### config.mk
export PLATFORM = sky130hd
export DESIGN_NAME = axi_lite_master
export DESIGN_NICKNAME = d
export VERILOG_FILES = /design/src/rtl/axi_lite_master.sv
export SDC_FILE = /design/constraint.sdc
export NUM_CORES = 1
export LEC_CHECK = 0
export CORE_MARGIN = 2
export CORE_UTILIZATION = 39
export DETAILED_ROUTE_END_ITERATION = 7
export PLACE_DENSITY = 0.8
export SLEW_MARGIN = 20
export SYNTH_ARGS = -nofsm -noshare
export SYNTH_HDL_FRONTEND = slang
export SYNTH_SLANG_ARGS = --single-unit
### constraint.sdc
create_clock -name clock -period 1.9 [get_ports clock]
set_input_delay 0.285 -clock clock [delete_from_list [all_inputs] [get_ports clock]]
set_output_delay 0.285 -clock clock [all_outputs]
set_load 0.02 [all_outputs]
### src/rtl/axi_lite_master.sv
// AXI4-Lite master: turns one command into one AXI transaction and returns a single response.
// Define AXI_LITE_MASTER_TIMEOUT_EN to add a watchdog that abandons a stalled handshake.
module axi_lite_master #(
  parameter int unsigned P_M_AXI_DATA_WIDTH = 32,
  parameter int unsigned P_M_AXI_ADDR_WIDTH = 16,
  parameter int unsigned P_TIMEOUT_CYCLES   = 1024
) (
  input  logic                          clock,
  input  logic                          reset,
  // command request
  input  logic                          cmd_valid,
  output logic                          cmd_ready,
  input  logic                          cmd_write,
  input  logic [P_M_AXI_ADDR_WIDTH-1:0] cmd_addr,
  input  logic [P_M_AXI_DATA_WIDTH-1:0] cmd_wdata,
  // command response
  output logic                          rsp_valid,
  input  logic                          rsp_ready,
  output logic                          rsp_write,
  output logic [P_M_AXI_DATA_WIDTH-1:0] rsp_rdata,
  output logic [1:0]                    rsp_resp,
  output logic                          rsp_timeout,
  // AXI4-Lite master
  output logic [P_M_AXI_ADDR_WIDTH-1:0] m_axi_awaddr,
  output logic                          m_axi_awvalid,
  input  logic                          m_axi_awready,
  output logic [P_M_AXI_DATA_WIDTH-1:0] m_axi_wdata,
  output logic                          m_axi_wvalid,
  input  logic                          m_axi_wready,
  input  logic [1:0]                    m_axi_bresp,
  input  logic                          m_axi_bvalid,
  output logic                          m_axi_bready,
  output logic [P_M_AXI_ADDR_WIDTH-1:0] m_axi_araddr,
  output logic                          m_axi_arvalid,
  input  logic                          m_axi_arready,
  input  logic [P_M_AXI_DATA_WIDTH-1:0] m_axi_rdata,
  input  logic [1:0]                    m_axi_rresp,
  input  logic                          m_axi_rvalid,
  output logic                          m_axi_rready
);

  localparam logic [2:0] IDLE    = 3'd0;
  localparam logic [2:0] WR_AW_W = 3'd1;
  localparam logic [2:0] WR_B    = 3'd2;
  localparam logic [2:0] RD_AR   = 3'd3;
  localparam logic [2:0] RD_R    = 3'd4;
  localparam logic [2:0] RSP     = 3'd5;

  logic [2:0]                    state_q, state_d;
  logic                          write_q, write_d;
  logic [P_M_AXI_ADDR_WIDTH-1:0] addr_q, addr_d;
  logic [P_M_AXI_DATA_WIDTH-1:0] wdata_q, wdata_d;
  logic [P_M_AXI_DATA_WIDTH-1:0] rdata_q, rdata_d;
  logic [1:0]                    resp_q, resp_d;
  logic                          aw_done_q, aw_done_d;
  logic                          w_done_q, w_done_d;
  logic                          aw_hs, w_hs;

  // All outputs come straight from registers, so no valid can follow its ready.
  assign cmd_ready     = (state_q == IDLE);
  assign m_axi_awvalid = (state_q == WR_AW_W) && !aw_done_q;
  assign m_axi_wvalid  = (state_q == WR_AW_W) && !w_done_q;
  assign m_axi_bready  = (state_q == WR_B);
  assign m_axi_arvalid = (state_q == RD_AR);
  assign m_axi_rready  = (state_q == RD_R);
  assign m_axi_awaddr  = addr_q;
  assign m_axi_araddr  = addr_q;
  assign m_axi_wdata   = wdata_q;
  assign rsp_valid     = (state_q == RSP);
  assign rsp_write     = write_q;
  assign rsp_rdata     = rdata_q;
  assign rsp_resp      = resp_q;

  assign aw_hs = m_axi_awvalid && m_axi_awready;
  assign w_hs  = m_axi_wvalid && m_axi_wready;

`ifdef AXI_LITE_MASTER_TIMEOUT_EN
  localparam int unsigned CntW = (P_TIMEOUT_CYCLES > 1) ? $clog2(P_TIMEOUT_CYCLES) : 1;

  logic [CntW-1:0] tcnt_q, tcnt_d;
  logic            timeout_q, timeout_d;
  logic            waiting, any_hs, timeout_hit;

  assign waiting     = (state_q != IDLE) && (state_q != RSP);
  assign any_hs      = aw_hs || w_hs || (m_axi_bready && m_axi_bvalid) ||
                       (m_axi_arvalid && m_axi_arready) || (m_axi_rready && m_axi_rvalid);
  // Fires on the last of P_TIMEOUT_CYCLES consecutive cycles without progress.
  assign timeout_hit = waiting && !any_hs && (tcnt_q == CntW'(P_TIMEOUT_CYCLES - 1));
  assign tcnt_d      = (!waiting || any_hs || timeout_hit) ? '0 : tcnt_q + 1'b1;
  assign rsp_timeout = timeout_q;
`else
  assign rsp_timeout = 1'b0;
`endif

  always_comb begin
    state_d   = state_q;
    write_d   = write_q;
    addr_d    = addr_q;
    wdata_d   = wdata_q;
    rdata_d   = rdata_q;
    resp_d    = resp_q;
    aw_done_d = aw_done_q;
    w_done_d  = w_done_q;
`ifdef AXI_LITE_MASTER_TIMEOUT_EN
    timeout_d = timeout_q;
`endif
    case (state_q)
      IDLE: begin
        if (cmd_valid) begin
          write_d   = cmd_write;
          addr_d    = cmd_addr;
          wdata_d   = cmd_wdata;
          rdata_d   = '0;
          resp_d    = 2'b00;
          aw_done_d = 1'b0;
          w_done_d  = 1'b0;
`ifdef AXI_LITE_MASTER_TIMEOUT_EN
          timeout_d = 1'b0;
`endif
          state_d   = cmd_write ? WR_AW_W : RD_AR;
        end
      end
      WR_AW_W: begin
        if (aw_hs) aw_done_d = 1'b1;
        if (w_hs)  w_done_d  = 1'b1;
        if ((aw_done_q || aw_hs) && (w_done_q || w_hs)) state_d = WR_B;
      end
      WR_B: begin
        if (m_axi_bvalid) begin
          resp_d  = m_axi_bresp;
          state_d = RSP;
        end
      end
      RD_AR: begin
        if (m_axi_arready) state_d = RD_R;
      end
      RD_R: begin
        if (m_axi_rvalid) begin
          rdata_d = m_axi_rdata;
          resp_d  = m_axi_rresp;
          state_d = RSP;
        end
      end
      RSP: begin
        if (rsp_ready) state_d = IDLE;
      end
      default: state_d = IDLE;
    endcase
`ifdef AXI_LITE_MASTER_TIMEOUT_EN
    if (timeout_hit) begin
      rdata_d   = '0;
      resp_d    = 2'b10;
      timeout_d = 1'b1;
      state_d   = RSP;
    end
`endif
  end

  always_ff @(posedge clock or negedge reset) begin
    if (!reset) begin
      state_q   <= IDLE;
      write_q   <= 1'b0;
      addr_q    <= '0;
      wdata_q   <= '0;
      rdata_q   <= '0;
      resp_q    <= 2'b00;
      aw_done_q <= 1'b0;
      w_done_q  <= 1'b0;
`ifdef AXI_LITE_MASTER_TIMEOUT_EN
      tcnt_q    <= '0;
      timeout_q <= 1'b0;
`endif
    end else begin
      state_q   <= state_d;
      write_q   <= write_d;
      addr_q    <= addr_d;
      wdata_q   <= wdata_d;
      rdata_q   <= rdata_d;
      resp_q    <= resp_d;
      aw_done_q <= aw_done_d;
      w_done_q  <= w_done_d;
`ifdef AXI_LITE_MASTER_TIMEOUT_EN
      tcnt_q    <= tcnt_d;
      timeout_q <= timeout_d;
`endif
    end
  end

endmodule
==> impl_metrics.json, run 1 <==
{
  "power_frac_comb_pct": 55.4,
  "synth_nets": 411,
  "power.share.sequential_pct": 31.2,
  "clk_pin_slew_ps": 90,
  "p_per_area_nw_per_um2": 1760,
  "end_kind": "primary output",
  "timing.max_cap.violations": 0,
  "rr_startpoint": "state_q[1]",
  "wl_mm": 10.2,
  "critical_path_arrival_ps": 1560,
  "post-cts-setup-buffers": 0,
  "final_net_count": 598,
  "slew_viol_final": 0,
  "netlist_instances": 317,
  "worst_slack_ps": 57.8,
  "skew_ps": 11.3,
  "grt_setup_unrepaired": "yes",
  "io_pins": 201,
  "die_w_um": 102,
  "h-tree-depth": 3,
  "postRouteAntennaNets": 0,
  "synth-edff-count": 0,
  "clock_path_buffers": 2,
  "routedWlPerCell_um": 16.0,
  "power.switching_mw": 4.18,
  "crit_type": "register to primary output",
  "cts_buffers": 9,
  "yosysSeqAreaShare_pct": 58.5,
  "hold_viol_final": 0,
  "grt_max_degree": 38,
  "start_util_pct": 40.5,
  "clkPwrFrac_pct": 13.4,
  "grt_pass1_vias": 3079,
  "syn_to_final_growth_pct": 61.3,
  "antenna_found_initial": 0,
  "post-place-ws_ps": 39.6,
  "first_pass_iters": 4,
  "cp_max_fo": 4,
  "viasPerCell": 4.93,
  "drc": 0,
  "clkLatencyLatePin_ps": 350,
  "synth-main-ff-cell": "dfrtp_1",
  "setup_viol": 0,
  "fin_crit_ps": 1840,
  "peakVddDrop_uv": 831,
  "reg2reg_to": "state_q[1]",
  "min_path_type": "input port to asynchronous set/reset pin",
  "fp-row-count": 35,
  "ys_async_sr_fraction_pct": 100,
  "fillCellCount": 762,
  "fin_total_pwr_mw": 10.7,
  "dieArea_um2": 10400,
  "finalWeightedCongestion": 0.815,
  "die_height_um": 102,
  "root_buffer": "clkbuf_8",
  "start_kind": "register",
  "drive_above_1_share_pct": 17.9,
  "cts_sinks": 88,
  "num_vias": 3147,
  "fin_crit_sh_pct": 97.0,
  "internal_power_mw": 6.51,
  "fin_area_um2": 6070,
  "syn-mean-instance-area_um2": 11.9,
  "core_um2": 9280,
  "leakage_nw": 2.49,
  "grt_first_pass_wirelength_mm": 15.5,
  "grt_usage_pct": 19.2,
  "overflow": 0,
  "utilization_pct": 65.4,
  "hold_slack_ps": 360,
  "yosysWarnings": 0,
  "dp_hpwl_mm": 7.48,
  "ff2ff_path_depth": 4,
  "fmax_ghz": 0.543,
  "diodes": 0,
  "place.port_buffers": 199,
  "outcome": "complete, no violations",
  "synth_area_um2": 3760,
  "ys_seq_elements": 88,
  "cts_tree": "yes",
  "swShare_pct": 39.1,
  "yosysUniqueCellTypes": 31,
  "cp.required_ps": 1620,
  "post_dp_cell_area_um2": 5840,
  "dr.first_iter.drc_count": 77,
  "rrSetupSlack_ps": 150
}
==> state kept, by name, indices dropped and copies added (netlist names) <==
register      count
rsp_write         1
state_q           3
w_done_q          1
m_axi_wdata      32
rsp_rdata        32
aw_done_q         1
m_axi_araddr     16
rsp_resp          2
==> metrics by stage <==
step,std cells,setup TNS (ps)
6_report,638,0
5_1_grt,638,-16.6
4_1_cts,638,0
3_5_place_dp,621,0
3_3_place_gp,621,0
2_1_floorplan,317,0
==> logic make-up after synthesis <==
| family | synth area share (%) |
|---|---|
| AOI/OAI and AO/OA | 7.08 |
| DFF | 58.5 |
| muxes | 15.9 |
| and+or+nand+nor | 8.81 |
| other | 0.0997 |
| buffers and inverters | 9.61 |
==> timing repair <==
| action | in CTS | in global routing |
|---|---|---|
| gates resized for setup | 11 | 4 |
| endpoints found under the setup margin | 7 | 4 |
| hold endpoints to repair | 19 | 0 |
| hold buffers | 1 | 0 |
==> power by group through the flow <==
| stage | Combinational [mW] | Clock, mW | Sequential (mW) |
|---|---|---|---|
| 6_report | 5.93 | 1.43 | 3.34 |
| 5_1_grt | 6.32 | 1.56 | 3.45 |
| 4_1_cts | 5.98 | 1.46 | 3.35 |
| 3_5_place_dp | 6.00 | 0 | 3.37 |
| 3_3_place_gp | 5.89 | 0 | 3.33 |
| 2_1_floorplan | 2.20 | 0 | 4.39 |
==> how the worst max path moves through the flow <==
stage	slack [ps]	cells after the start	from	end
final	60	3	state_q[1]	m_axi_wvalid
after global routing	-7	4	state_q[0]	rsp_valid
after CTS	0.6	3	state_q[1]	m_axi_awvalid
after detailed placement	40	3	state_q[2]	m_axi_rready
after global placement	80	5	cmd_valid	m_axi_wdata[6]
after floorplan	230	4	state_q[2]	cmd_ready
==> placed cells by master, fill, tap and decap left out, drive strengths merged, types with 2 or more instances in the layout <==
| cell type | Yosys | routed |
|---|---|---|
| mux2 | 53 | 53 |
| nand2b | 2 | 2 |
| a32o | 2 | 2 |
| clkbuf | 12 | 11 |
| dfrtp | 88 | 88 |
| o21ai | 35 | 35 |
| clkinvlp | 0 | 2 |
| clkdlybuf4s50 | 0 | 191 |
| bufinv | 0 | 2 |
| clkdlybuf4s15 | 0 | 3 |
| inv | 33 | 34 |
| nor2 | 9 | 9 |
| dlygate4sd2 | 0 | 3 |
| nor3b | 2 | 2 |
| o2bb2ai | 2 | 2 |
| a21oi | 4 | 4 |
| buf | 28 | 17 |
| nand2 | 4 | 4 |
| nand4 | 32 | 32 |
| nor3 | 2 | 2 |
==> routing by layer <==
layer	up-vias	global-route usage, %	routed length (um)
met4	0	3.90	25
met5	-	0	0
li1	1451	-	-
met2	142	32.0	5060
met3	2	6.09	827
met1	1552	24.8	4320
==> Yosys cell counts, types with 2 or more instances <==
cell type / instances / area [um^2]
o21ai_0: 32 / 160
nor3b_1: 2 / 15.0
a21oi_1: 4 / 20.0
nand4_1: 32 / 200
nand2_1: 4 / 15.0
a32o_1: 2 / 20.0
nand2b_1: 2 / 12.5
inv_1: 33 / 124
clkbuf_1: 12 / 45.0
nor2_1: 8 / 30.0
o21ai_1: 3 / 15.0
o2bb2ai_1: 2 / 17.5
buf_4: 19 / 143
buf_2: 7 / 35.0
dfrtp_1: 88 / 2200
mux2_2: 52 / 586
==> worst max-delay path: stages, from the launching register on <==
cell and delay, ps:
dfrtp_1 430, or3b_4 410, nor2_1 100, clkdlybuf4s15_2 260
==> cell type report <==
cell class | count | area, um^2 | area share, %
Inverter | 33 | 124 | 2.04
Timing Repair Buffer | 216 | 2150 | 35.4
Clock buffer | 10 | 128 | 2.10
Sequential cell | 88 | 2200 | 36.3
Multi-Input combinational cell | 156 | 1210 | 20.0
Clock inverter | 6 | 92.6 | 1.53
Tap cell | 129 | 161 | 2.66
No activity file was read; power rests on OpenSTA's default activity.
==> run 2: changes to the inputs <==
- PLACE_DENSITY: 0.8 -> not set
- PLACE_DENSITY_LB_ADDON: not set -> 0.1
==> run 2 against run 1 <==
Effect of this change: via count fell by 3.0%; count of clock-buffer cells in the layout did not move; sequential cell count did not move; worst setup slack improved by 44 ps; wire length fell by 1.2%; register-to-register slack improved by 30 ps; first-iteration DRC count rose by 7.8%; hold slack improved by 72 ps; fmax rose by 2.4%; clock power barely moved; final area fell by 0.29%; die area did not move.
==> impl_metrics.json, run 2 (same netlist as run 1, synthesis figures left out) <==
{
  "viasPerCell": 4.80,
  "syn_to_final_growth_pct": 60.9,
  "overflow": 0,
  "clkLatencyLatePin_ps": 350,
  "dr.first_iter.drc_count": 83,
  "wl_mm": 10.1,
  "outcome": "complete, no violations",
  "hold_viol_final": 0,
  "final_net_count": 597,
  "fin_crit_ps": 1800,
  "start_util_pct": 40.5,
  "fp-row-count": 35,
  "finalWeightedCongestion": 0.744,
  "slew_viol_final": 0,
  "grt_first_pass_wirelength_mm": 15.3,
  "num_vias": 3054,
  "dieArea_um2": 10400,
  "skew_ps": 11.9,
  "core_um2": 9280,
  "dp_cells": 619,
  "setup_viol": 0,
  "p_per_area_nw_per_um2": 1760,
  "fmax_ghz": 0.556,
  "layoutNonFillerInstCount": 636,
  "final_common_cell": "clkdlybuf4s50_1",
  "cts_sinks": 88,
  "worst_slack_ps": 102,
  "dp_hpwl_mm": 7.36,
  "die_height_um": 102,
  "hold_slack_ps": 432,
  "grt_usage_pct": 19.1,
  "critical_path_arrival_ps": 1510,
  "h-tree-depth": 3,
  "first_pass_iters": 4,
  "drc": 0,
  "drive_above_1_share_pct": 17.6,
  "start_kind": "register",
  "end_kind": "primary output",
  "timing.max_cap.violations": 0,
  "place.port_buffers": 199,
  "min_path_type": "input port to asynchronous set/reset pin",
  "die_w_um": 102,
  "postRouteAntennaNets": 0,
  "root_buffer": "clkbuf_8",
  "diodes": 0,
  "fin_crit_sh_pct": 94.7,
  "antenna_found_initial": 0,
  "leakage_nw": 2.49,
  "cp.required_ps": 1620,
  "clk_pin_slew_ps": 90,
  "cts_buffers": 9,
  "crit_type": "register to primary output",
  "grt_setup_unrepaired": "no",
  "io_pins": 201,
  "layout_common_cells": "191 x clkdlybuf4s50_1, 88 x dfrtp_1, 52 x mux2_2, 33 x inv_1",
  "fillCellCount": 767,
  "cp_max_fo": 13,
  "grt_max_degree": 50,
  "fin_total_pwr_mw": 10.7,
  "cts_tree": "yes",
  "routedWlPerCell_um": 15.9,
  "finalSetupTns_ps": 0,
  "peakVddDrop_uv": 803,
  "grt_pass1_vias": 3007,
  "post-place-ws_ps": 26.8,
  "clock_path_buffers": 2
}
==> run 2: changes by cell type in the layout (fill, tap and decap cells not counted), sizes merged <==
| cell | previous run | this run |
|---|---|---|
| inv | 34 | 33 |
| clkdlybuf4s15 | 3 | 2 |
| clkinv | 1 | 2 |
| clkinvlp | 2 | 1 |
==> run 2: cell type report <==
class                      instances  area, um^2  area share, %
timing repair buffer             215        2140           35.3
inverter                          33         124           2.05
sequential                        88        2200           36.4
clock inverter                     5        81.3           1.34
tap                              129         161           2.67
clock buffer                      10         138           2.27
multi-input combinational        156        1210           20.0
==> run 2: power breakdown <==
group          total (mW)  switching (mW)  internal (mW)  leakage (nW)
clock                1.42           0.646          0.770         0.108
sequential           3.33           0.536           2.80          1.09
combinational        5.92            2.95           2.97          1.29
total                10.7            4.13           6.53          2.49
==> run 2: final timing paths <==
check,startpoint,slack [ps],to,depth (start not counted)
max reg2reg,state_q[2],180,rsp_rdata[4],7
max,state_q[2],100,m_axi_arvalid,4
min,reset,430,m_axi_araddr[6],2
min in group clock,m_axi_rdata[15],510,rsp_rdata[15],3
max in group asynchronous,reset,860,rsp_rdata[23],3
min reg2reg,m_axi_wdata[29],510,m_axi_wdata[29],1
==> run 2: worst max-delay path, stage by stage, from the launching register on <==
cell and delay (ps):
dfrtp_1 380, buf_4 170, nand2b_1 180, nor2_1 100, dlygate4sd2_1 350
==> run 2: per-stage QoR <==
step | util [%] | cell area [um^2]
after global placement | 62.7 | 5820
final | 65.2 | 6050
after floorplan | - | 3760
after detailed placement | 62.7 | 5820
after CTS | 65.1 | 6050
after global routing | 65.2 | 6050
==> run 2: routing by layer <==
layer	wire length [um]	share of wire [%]	vias to the layer above	global-route usage (%)
li1	-	-	1445	-
met1	4220	42	1477	23.7
met2	4970	49	122	32.6
met3	812	8.0	10	5.54
met4	107	1.1	0	5.23
met5	0	0	-	0
==> run 2: what timing repair did <==
action                                 CTS  global route
gates resized for setup                 10             5
setup buffers                            0             1
gates cloned                             0             0
endpoints found under the hold margin   33             0
hold buffers                             1             0
setup endpoints to repair                7             5
pin swaps                                0             0
